### src/rtl/serial_sub_pkg.sv
// rtl/serial_sub_pkg.sv - shared types and defaults for the bit-serial subtractor
package serial_sub_pkg;

    typedef enum logic [1:0] {
        IDLE  = 2'd0,
        SHIFT = 2'd1,
        DONE  = 2'd2
    } sub_state_t;

    localparam int DEFAULT_WIDTH = 8;

endpackage

### src/rtl/serial_subtractor_if.sv
// rtl/serial_subtractor_if.sv - request/result bundle between upstream, subtractor and downstream
import serial_sub_pkg::*;

interface serial_subtractor_if #(
    parameter int WIDTH = DEFAULT_WIDTH
);
    logic             start;
    logic [WIDTH-1:0] a;
    logic [WIDTH-1:0] b;
    logic             busy;
    logic             done;
    logic [WIDTH-1:0] diff;
    logic             borrow;
    logic             zero;
    logic             overflow;

    modport master (
        output start, a, b,
        input  busy, done, diff, borrow, zero, overflow
    );

    modport slave (
        input  start, a, b,
        output busy, done, diff, borrow, zero, overflow
    );
endinterface

### src/rtl/bit_subtractor.sv
// rtl/bit_subtractor.sv - 1-bit full subtractor cell (d = a - b - bin)
module bit_subtractor (
    input  logic a,
    input  logic b,
    input  logic bin,
    output logic d,
    output logic bout
);
    assign d    = a ^ b ^ bin;
    assign bout = (~a & b) | (~(a ^ b) & bin);
endmodule

### src/rtl/serial_subtractor.sv
// rtl/serial_subtractor.sv - bit-serial a - b, LSB first through one bit_subtractor cell
module serial_subtractor
    import serial_sub_pkg::*;
#(
    parameter int WIDTH = DEFAULT_WIDTH
) (
    input  logic                clk,
    input  logic                rst,
    serial_subtractor_if.slave  bus
);
    localparam int             CW   = $clog2(WIDTH);
    localparam logic [CW-1:0]  LAST = CW'(WIDTH - 1);

    sub_state_t        state, next_state;
    logic [WIDTH-1:0]  a_sr, b_sr;
    logic [WIDTH-2:0]  d_sr;
    logic              brw;
    logic [CW-1:0]     cnt;
    logic [WIDTH-1:0]  diff_q;
    logic              borrow_q, zero_q, overflow_q;

    logic              cell_d, cell_bout;
    logic [WIDTH-1:0]  d_shift;

    bit_subtractor u_cell (
        .a    (a_sr[0]),
        .b    (b_sr[0]),
        .bin  (brw),
        .d    (cell_d),
        .bout (cell_bout)
    );

    // Only WIDTH-1 result bits need storing; the last bit comes straight from the cell.
    assign d_shift = {cell_d, d_sr};

    always_ff @(posedge clk) begin
        if (rst) state <= IDLE;
        else     state <= next_state;
    end

    always_comb begin
        next_state = state;
        case (state)
            IDLE:    if (bus.start)   next_state = SHIFT;
            SHIFT:   if (cnt == LAST) next_state = DONE;
            DONE:    next_state = IDLE;
            default: next_state = IDLE;
        endcase
    end

    always_ff @(posedge clk) begin
        if (rst) begin
            a_sr       <= '0;
            b_sr       <= '0;
            d_sr       <= '0;
            brw        <= 1'b0;
            cnt        <= '0;
            diff_q     <= '0;
            borrow_q   <= 1'b0;
            zero_q     <= 1'b0;
            overflow_q <= 1'b0;
        end else begin
            case (state)
                IDLE: begin
                    if (bus.start) begin
                        a_sr <= bus.a;
                        b_sr <= bus.b;
                        brw  <= 1'b0;
                        cnt  <= '0;
                    end
                end
                SHIFT: begin
                    a_sr <= {1'b0, a_sr[WIDTH-1:1]};
                    b_sr <= {1'b0, b_sr[WIDTH-1:1]};
                    d_sr <= d_shift[WIDTH-1:1];
                    brw  <= cell_bout;
                    if (cnt != LAST) begin
                        cnt <= cnt + CW'(1);
                    end else begin
                        // On the last bit the cell inputs are the operand MSBs.
                        diff_q     <= d_shift;
                        borrow_q   <= cell_bout;
                        zero_q     <= (d_shift == '0);
                        overflow_q <= (a_sr[0] ^ b_sr[0]) & (cell_d ^ a_sr[0]);
                    end
                end
                default: ;
            endcase
        end
    end

    assign bus.busy     = (state == SHIFT);
    assign bus.done     = (state == DONE);
    assign bus.diff     = diff_q;
    assign bus.borrow   = borrow_q;
    assign bus.zero     = zero_q;
    assign bus.overflow = overflow_q;
endmodule
### src/flat_wrapper.sv
// flat-port wrapper written by rule: the top's interface ports become plain ports
module serial_subtractor_flat import serial_sub_pkg::*;
#(
    parameter int WIDTH = DEFAULT_WIDTH
)
  (clk, rst, bus_start, bus_a, bus_b, bus_busy, bus_done, bus_diff, bus_borrow, bus_zero, bus_overflow);
  serial_subtractor_if #(.WIDTH(WIDTH)) bus_i ();
  input  logic clk;
  input  logic rst;
  input wire logic [$bits(bus_i.start)-1:0] bus_start;
  input wire logic [$bits(bus_i.a)-1:0] bus_a;
  input wire logic [$bits(bus_i.b)-1:0] bus_b;
  output wire logic [$bits(bus_i.busy)-1:0] bus_busy;
  output wire logic [$bits(bus_i.done)-1:0] bus_done;
  output wire logic [$bits(bus_i.diff)-1:0] bus_diff;
  output wire logic [$bits(bus_i.borrow)-1:0] bus_borrow;
  output wire logic [$bits(bus_i.zero)-1:0] bus_zero;
  output wire logic [$bits(bus_i.overflow)-1:0] bus_overflow;
  assign bus_i.start = bus_start;
  assign bus_i.a = bus_a;
  assign bus_i.b = bus_b;
  assign bus_busy = bus_i.busy;
  assign bus_done = bus_i.done;
  assign bus_diff = bus_i.diff;
  assign bus_borrow = bus_i.borrow;
  assign bus_zero = bus_i.zero;
  assign bus_overflow = bus_i.overflow;
  serial_subtractor #(.WIDTH(WIDTH)) u_core (.clk(clk), .rst(rst), .bus(bus_i));
endmodule
### config.mk
export PLATFORM = sky130hd
export DESIGN_NAME = serial_subtractor_flat
export DESIGN_NICKNAME = d
export VERILOG_FILES = /design/src/rtl/serial_sub_pkg.sv /design/src/rtl/serial_subtractor_if.sv /design/src/rtl/bit_subtractor.sv /design/src/rtl/serial_subtractor.sv /design/src/flat_wrapper.sv
export SDC_FILE = /design/constraint.sdc
export NUM_CORES = 1
export LEC_CHECK = 0
export CORE_MARGIN = 4
export CORE_UTILIZATION = 45
export CTS_BUF_LIST = sky130_fd_sc_hd__clkbuf_8
export CTS_CLUSTER_SIZE = 28
export DETAILED_ROUTE_END_ITERATION = 16
export GPL_ROUTABILITY_DRIVEN = 0
export HOLD_SLACK_MARGIN = 0.02
export PLACE_DENSITY = 0.67
export SLEW_MARGIN = 20
export SYNTH_ARGS = -nofsm -noshare
export SYNTH_HDL_FRONTEND = slang
export SYNTH_SLANG_ARGS = --single-unit
### constraint.sdc
create_clock -name clk -period 2.32 [get_ports clk]
set_clock_uncertainty 0.2 [all_clocks]
set_input_delay 0.464 -clock clk [delete_from_list [all_inputs] [get_ports clk]]
set_output_delay 0.464 -clock clk [all_outputs]
set_load 0.005 [all_outputs]
==> results of run 1 <==
[registers in the layout, summed over array words and instances (netlist names)]
signal               count
u_core.a_sr              8
u_core.b_sr              8
u_core.bus.diff          8
u_core.d_sr              7
u_core.cnt               3
u_core.state             2
u_core.brw               1
u_core.bus.borrow        1
u_core.bus.overflow      1
u_core.bus.zero          1
[cells in the mapped netlist]
master and count:
nand2_1 49, dfxtp_1 40, a21oi_1 25, nor2_1 17
a211oi_2 8, a21oi_2 8, a211oi_1 7, nor2b_1 5
buf_2 4, buf_6 4, nand2b_1 4, buf_1 3
ha_1 3, buf_4 2, inv_1 2, nor4b_1 2
o21ai_0 2, o22ai_1 2, a221oi_2 1, a22oi_1 1
and3b_1 1, buf_8 1, clkinv_2 1, fa_1 1
nand2b_4 1, nand3_1 1, nand3b_4 1, nor4_1 1
o21ba_4 1, o21bai_4 1, o31ai_1 1, or2_2 1
or3_1 1, xor2_1 1
[power groups by stage]
stage          logic [uW]  registers, uW  clock network (uW)
2_1_floorplan         153            750                   0
3_3_place_gp          196            755                   0
3_5_place_dp          204            756                   0
4_1_cts               205            740                 482
5_1_grt               225            745                 514
6_report              203            740                 471
[worst max-delay path by stage]
stage | start | to | slack [ns] | depth (start not counted)
finish | u_core.state[1] | bus_busy | 0.11 | 3
global route | u_core.state[1] | bus_done | 0.006 | 2
CTS | u_core.state[1] | bus_busy | 0.11 | 3
detailed placement | bus_start | u_core.a_sr[0] | 0.20 | 4
global placement | bus_start | u_core.a_sr[0] | 0.25 | 4
floorplan | u_core.a_sr[0] | u_core.bus.overflow | 0.55 | 5
[through the flow]
stage               cells  total power [uW]  setup WS, ns  instance area, um^2
floorplan             203               902         0.549                 1810
global placement      273               952         0.252                 2110
detailed placement    273               960         0.200                 2110
CTS                   281              1430         0.113                 2200
global route          281              1480       0.00649                 2200
finish                281              1410         0.106                 2200
[worst reg2reg max path, stage by stage (launching register included)]
cell	delay (ns)
dfxtp_1	0.35
inv_1	0.09
fa_1	0.57
xor2_1	0.17
or3_1	0.32
a21oi_1	0.15
[routing by layer]
metal  vias to the layer above  global-route usage (%)
met4                         0                    7.52
met5                         -                       0
met3                         6                    3.37
met1                       683                    20.0
met2                        27                    23.9
li1                        742                       -
[cells by family after synthesis]
logic type / Yosys count / synth area share [%]
AO/OA/AOI/OAI: 57 / 24.1
XOR/XNOR: 1 / 0.484
adder cells (fa/ha/maj): 4 / 3.18
buffers and inverters: 17 / 6.57
flip-flops: 40 / 44.3
AND/OR/NAND/NOR: 84 / 21.4
[cell type report]
| type | count | area share (%) |
|---|---|---|
| well taps | 48 | 2.73 |
| repair buffers | 36 | 15.8 |
| inverters | 3 | 0.568 |
| clock buffers | 6 | 3.75 |
| flip-flops and latches | 40 | 36.3 |
| clock inverters | 2 | 0.454 |
| multi-input cells | 146 | 40.4 |
[cells in the final DEF (no fill, tap or decap), drive strengths merged, types with 2 or more instances in the layout]
cell / n
a211oi: 15
a21oi: 33
buf: 5
clkbuf: 6
clkdlybuf4s50: 31
clkinv: 3
dfxtp: 40
ha: 3
inv: 2
nand2: 49
nand2b: 5
nor2: 17
nor2b: 5
nor4b: 2
o21ai: 2
o22ai: 2
==> run metrics, run 1 <==
DP HPWL around 2.6 mm; gr usage total between 15 and 20%; Worst-path clk slew ~0.080 ns; Leak between 0.0008 and 0.0009 uW; CP max stage delay between 0.5 and 0.6 ns; Post-CTS Setup Bufs 0; Max-Cap Viols 0; cell area after synthesis around 1800 um^2; setup TNS 0 ns; DRC viols 0; first-pass detailed-route iteration total 4; Min-Delay Startpoint u_core.bus.diff[2]; RSZ-0062 raised after global routing false; via count between 1,000 and 1,500; CP Cell Sequence nand2b_4 -> clkinv_2 -> clkdlybuf4s50_1; Synth cell types 34; wl on met1 ~1.7 mm; switching power 364 uW; CP Data Required Time around 1.7 ns; pin count of the biggest net entering global routing 24; clock group share of total power between 30% and 40%; Worst Tran Pin Value around 0.51 ns; CP top delay family flip-flops; Fin Hold WS 0.255 ns; CP endpoint kind output pin; NumNets Final 255; TritonCTS buffer count 5; row count 22; largest cells by area after synthesis dfxtp_1 (44%), nand2_1 (10%), a21oi_1 (6.9%); FMAX 452 MHz; first-pass GRT wire length just over 6 mm; per-cell routed wire length about 13 um; clock latency on the worst-skew pair a little under 0.3 ns; Syn Area/Cell between 8 and 9 um^2; chip height slightly above 70 um; Hold Fails Final Rpt 0; hold path depth 2; area occupied by multi-input gates between 800 and 900 um^2; cells after synthesis 203; full die area 5100 um^2; Internal around 1000 uW; total gr overflow 0; Met3 Routed Length ~150 um; final cell utilization of the core between 50 and 60%; worst min-delay path endpoint u_core.bus.diff[2]; metal2 WL between 1.5 and 2 mm; Clock Tree Buf Depth 2; Worst R2R Path Depth 5; Hold Crit Class reg -> reg; Slew Viols, Final 0; # fillers roughly 340; Worst EP arrival 1.55 ns; Highest Signal Layer met4; switching share of power between 20% and 30%; syn_nets ~230; Post-CTS Hold Buffers 0; initial antenna violation count 0; Sequential Area around 800 um^2; Synth Warn # 0; dominant cell type by area after synthesis dfxtp_1; fraction of layout cells with a size suffix above 1 between 10% and 20%; Peak VDD IR roughly 0.44 mV; Synth top area share 44.3%; type of the worst setup path reg -> out; clock root cell clkbuf_8; Seq pwr share 52.3%; PD cells 642 nW/um^2; number of global-route vias before repair 1,361; Setup Viol. Count Final 0; slowest stage cell, crit path dfxtp_1; post-route ant nets 0; clock sink count 40; peak fanout along the critical path 11; Initial DRC Count 90; Tcrit/Tclk final a little over nine tenths; Synth Register Bits 40; number of vias per cell 5.19; minimum clock period 2.21 ns; r2r endpoint u_core.bus.overflow; CTS H-tree depth 2; R2R Setup Slk between 0.4 and 0.5 ns; Placeable Area approximately 3800 um^2; power share of the combinational group 14.3%; I/O Pins 32; Area growth syn-to-layout 21.8%; Port Buffer Count 31; CP Launch Type register; post-CTS resize count 0; max_slew headroom around two thirds; Initial Util 48.0%; reg2reg start u_core.a_sr[0]; post-synthesis sequential area ratio between 40 and 50%; Antenna diodes 0; outcome finished, final reports clean; Die Span X between 70 and 80 um; CTS tree done; WP buf/inv 2; Post-Route WL ~3.6 mm
Note: power is estimated with default switching activity, not from simulation.
==> inputs of run 2 (changes only) <==
- CORE_MARGIN: 4 -> default
==> run 2 against run 1 <==
Maximum frequency up 0.49%. Critical path depth down 1. Combinational power about the same. Via count down 0.96%. Hold slack better by 0.0026 ns. Sequential power about the same. Sequential share of layout area down 0.61 points. Final cell count up 0.71%. Register-to-register slack worse by 0.02 ns. Clock power up 24%. Setup slack better by 0.011 ns. Critical endpoint is now bus_done. Largest cell class unchanged. Largest power group unchanged.
==> run metrics, run 2 (synthesized netlist as in run 1, its figures left out) <==
outcome finished, final reports clean (unchanged); CTS tree done (unchanged); Leak 0.000839 uW (was 0.000825 uW); DRC viols 0 (unchanged); CTS H-tree depth 2 (unchanged); clock sink count 40 (unchanged); Seq pwr share 48.5% (was 52.3%); gr usage total 18.8% (was 15.3%); Setup Viol. Count Final 0 (unchanged); fraction of layout cells with a size suffix above 1 16.2% (was 15.5%); Tcrit/Tclk final 95.0% (was 95.4%); post-CTS resize count 0 (unchanged); crit path setup slack, layout 0.116 ns (was 0.106 ns); first-pass GRT wire length 5.96 mm (was 6.22 mm); PD cells 683 nW/um^2 (was 642 nW/um^2); clock group share of total power 38.2% (was 33.3%); post-route cell area 2240 um^2 (was 2200 um^2); Initial DRC Count 80 (was 90); CP endpoint kind output pin (unchanged); clock root cell clkbuf_8 (unchanged); number of vias per cell 5.10 (was 5.19); CP Data Required Time 1.66 ns (about the same); Sequential Area 801 um^2 (unchanged); Worst Tran Pin Value 0.508 ns (was 0.513 ns); Worst-path clk slew 0.08 ns (about the same); Post-CTS Setup Bufs 0 (unchanged); RSZ-0062 raised after global routing false (unchanged); row count 22 (unchanged); max_slew headroom 65.7% (was 65.4%); Placeable Area 3770 um^2 (unchanged); Area growth syn-to-layout 23.9% (was 21.8%); post-route ant nets 0 (unchanged); Port Buffer Count 31 (unchanged); Post-CTS Hold Buffers 0 (unchanged); chip height 65.4 um (was 71.4 um); pin count of the biggest net entering global routing 24 (unchanged); Area after DPL 2130 um^2 (was 2110 um^2); Slew Viols, Final 0 (unchanged); total gr overflow 0 (unchanged); minimum clock period 2.20 ns (was 2.21 ns); CP Cell Sequence nor2b_1 -> clkdlybuf4s50_1 (was nand2b_4 -> clkinv_2 -> clkdlybuf4s50_1); Internal 1140 uW (was 1050 uW); per-cell routed wire length 12.6 um (was 12.7 um); setup TNS 0 ns (unchanged); via count 1,444 (was 1,458); Peak VDD IR 0.376 mV (was 0.436 mV); TritonCTS buffer count 5 (unchanged); first-pass detailed-route iteration total 4 (unchanged); area occupied by multi-input gates 890 um^2 (unchanged); clock latency on the worst-skew pair 0.30 ns (was 0.29 ns); FMAX 454 MHz (was 452 MHz); peak fanout along the critical path 11 (unchanged); Post-Route WL 3.56 mm (was 3.58 mm); number of global-route vias before repair 1,294 (was 1,361); NumNets Final 257 (was 255); type of the worst setup path reg -> out (unchanged); Antenna diodes 0 (unchanged); most frequent cells in the layout nand2_1 (49), dfxtp_1 (40), clkdlybuf4s50_1 (31), a21oi_1 (25), nor2_1 (17) (unchanged); pre-CTS WS 0.306 ns (was 0.200 ns); Hold Fails Final Rpt 0 (unchanged); CP max stage delay 0.54 ns (was 0.55 ns); fin cells 283 (was 281); power share of the combinational group 13.3% (was 14.3%); CP Launch Type register (unchanged); initial antenna violation count 0 (unchanged); Max-Cap Viols 0 (unchanged); switching power 390 uW (was 364 uW); switching share of power 25.5% (was 25.7%); DP HPWL 2.50 mm (was 2.62 mm); Hold Crit Class reg -> reg (unchanged); Fin Hold WS 0.258 ns (was 0.255 ns); I/O Pins 32 (unchanged); Initial Util 48.0% (unchanged); most common cell after layout, fill and taps aside nand2_1 (unchanged); dpl cells 275 (was 273); Worst EP arrival 1.54 ns (was 1.55 ns); # fillers 352 (was 336); Clock Tree Buf Depth 2 (unchanged); full die area 4280 um^2 (was 5100 um^2); slowest stage cell, crit path dfxtp_1 (unchanged); Die Span X 65.4 um (was 71.4 um)
-- run 2: cell types whose count changed in the layout (fill, tap and decap cells not counted), sizes merged --
cell / delta
buf: +2
clkinv: -2
clkbuf: -1
clkinvlp: +1
bufinv: +1
inv: +1
-- run 2: worst paths after layout --
check	cells after the start	from	end	slack, ns
min reg2reg	2	u_core.bus.borrow	u_core.bus.borrow	0.26
min	2	u_core.bus.borrow	u_core.bus.borrow	0.26
max	2	u_core.state[1]	bus_done	0.12
max reg2reg	5	u_core.a_sr[0]	u_core.bus.zero	0.39
-- run 2: final cells by class --
cell class              instances  share of cell area (%)
flip-flops and latches         40                    35.7
clock buffers                   5                    3.07
inverters                       3                   0.558
clock inverters                 3                    2.07
repair buffers                 38                    16.2
well taps                      48                    2.68
multi-input cells             146                    39.7
-- run 2: power groups by stage --
stage	logic, uW	registers [uW]	clock network, uW
final	204	742	584
after detailed placement	204	758	0
after global placement	198	757	0
after floorplan	153	750	0
after CTS	207	742	594
after global routing	226	746	636
-- run 2: critical path: cells and delay by family, from the launching register on --
family                 cells  cell delay, ns
and+or+nand+nor            1            0.20
DFF                        1            0.54
buffers and inverters      1            0.51
-- run 2: metrics by stage --
step / utilization, % / total power, uW
after floorplan: - / 902
after global placement: 56.4 / 955
after detailed placement: 56.4 / 962
after CTS: 59.4 / 1540
after global routing: 59.4 / 1610
final: 59.4 / 1530
-- run 2: metal layers --
metal	up-vias	track usage (%)	part of all wire, %	wire (um)
met5	-	0	0	0
met4	0	8.15	1.9	67
met3	6	6.42	3.6	129
met2	28	29.8	46	1640
met1	658	23.1	48	1710
li1	752	-	-	-
==> inputs of run 3 (changes only) <==
- CTS_CLUSTER_DIAMETER: default -> 80
==> results of run 3 <==
Same layout as run 2: the final DEF is identical, and so are final timing and power.
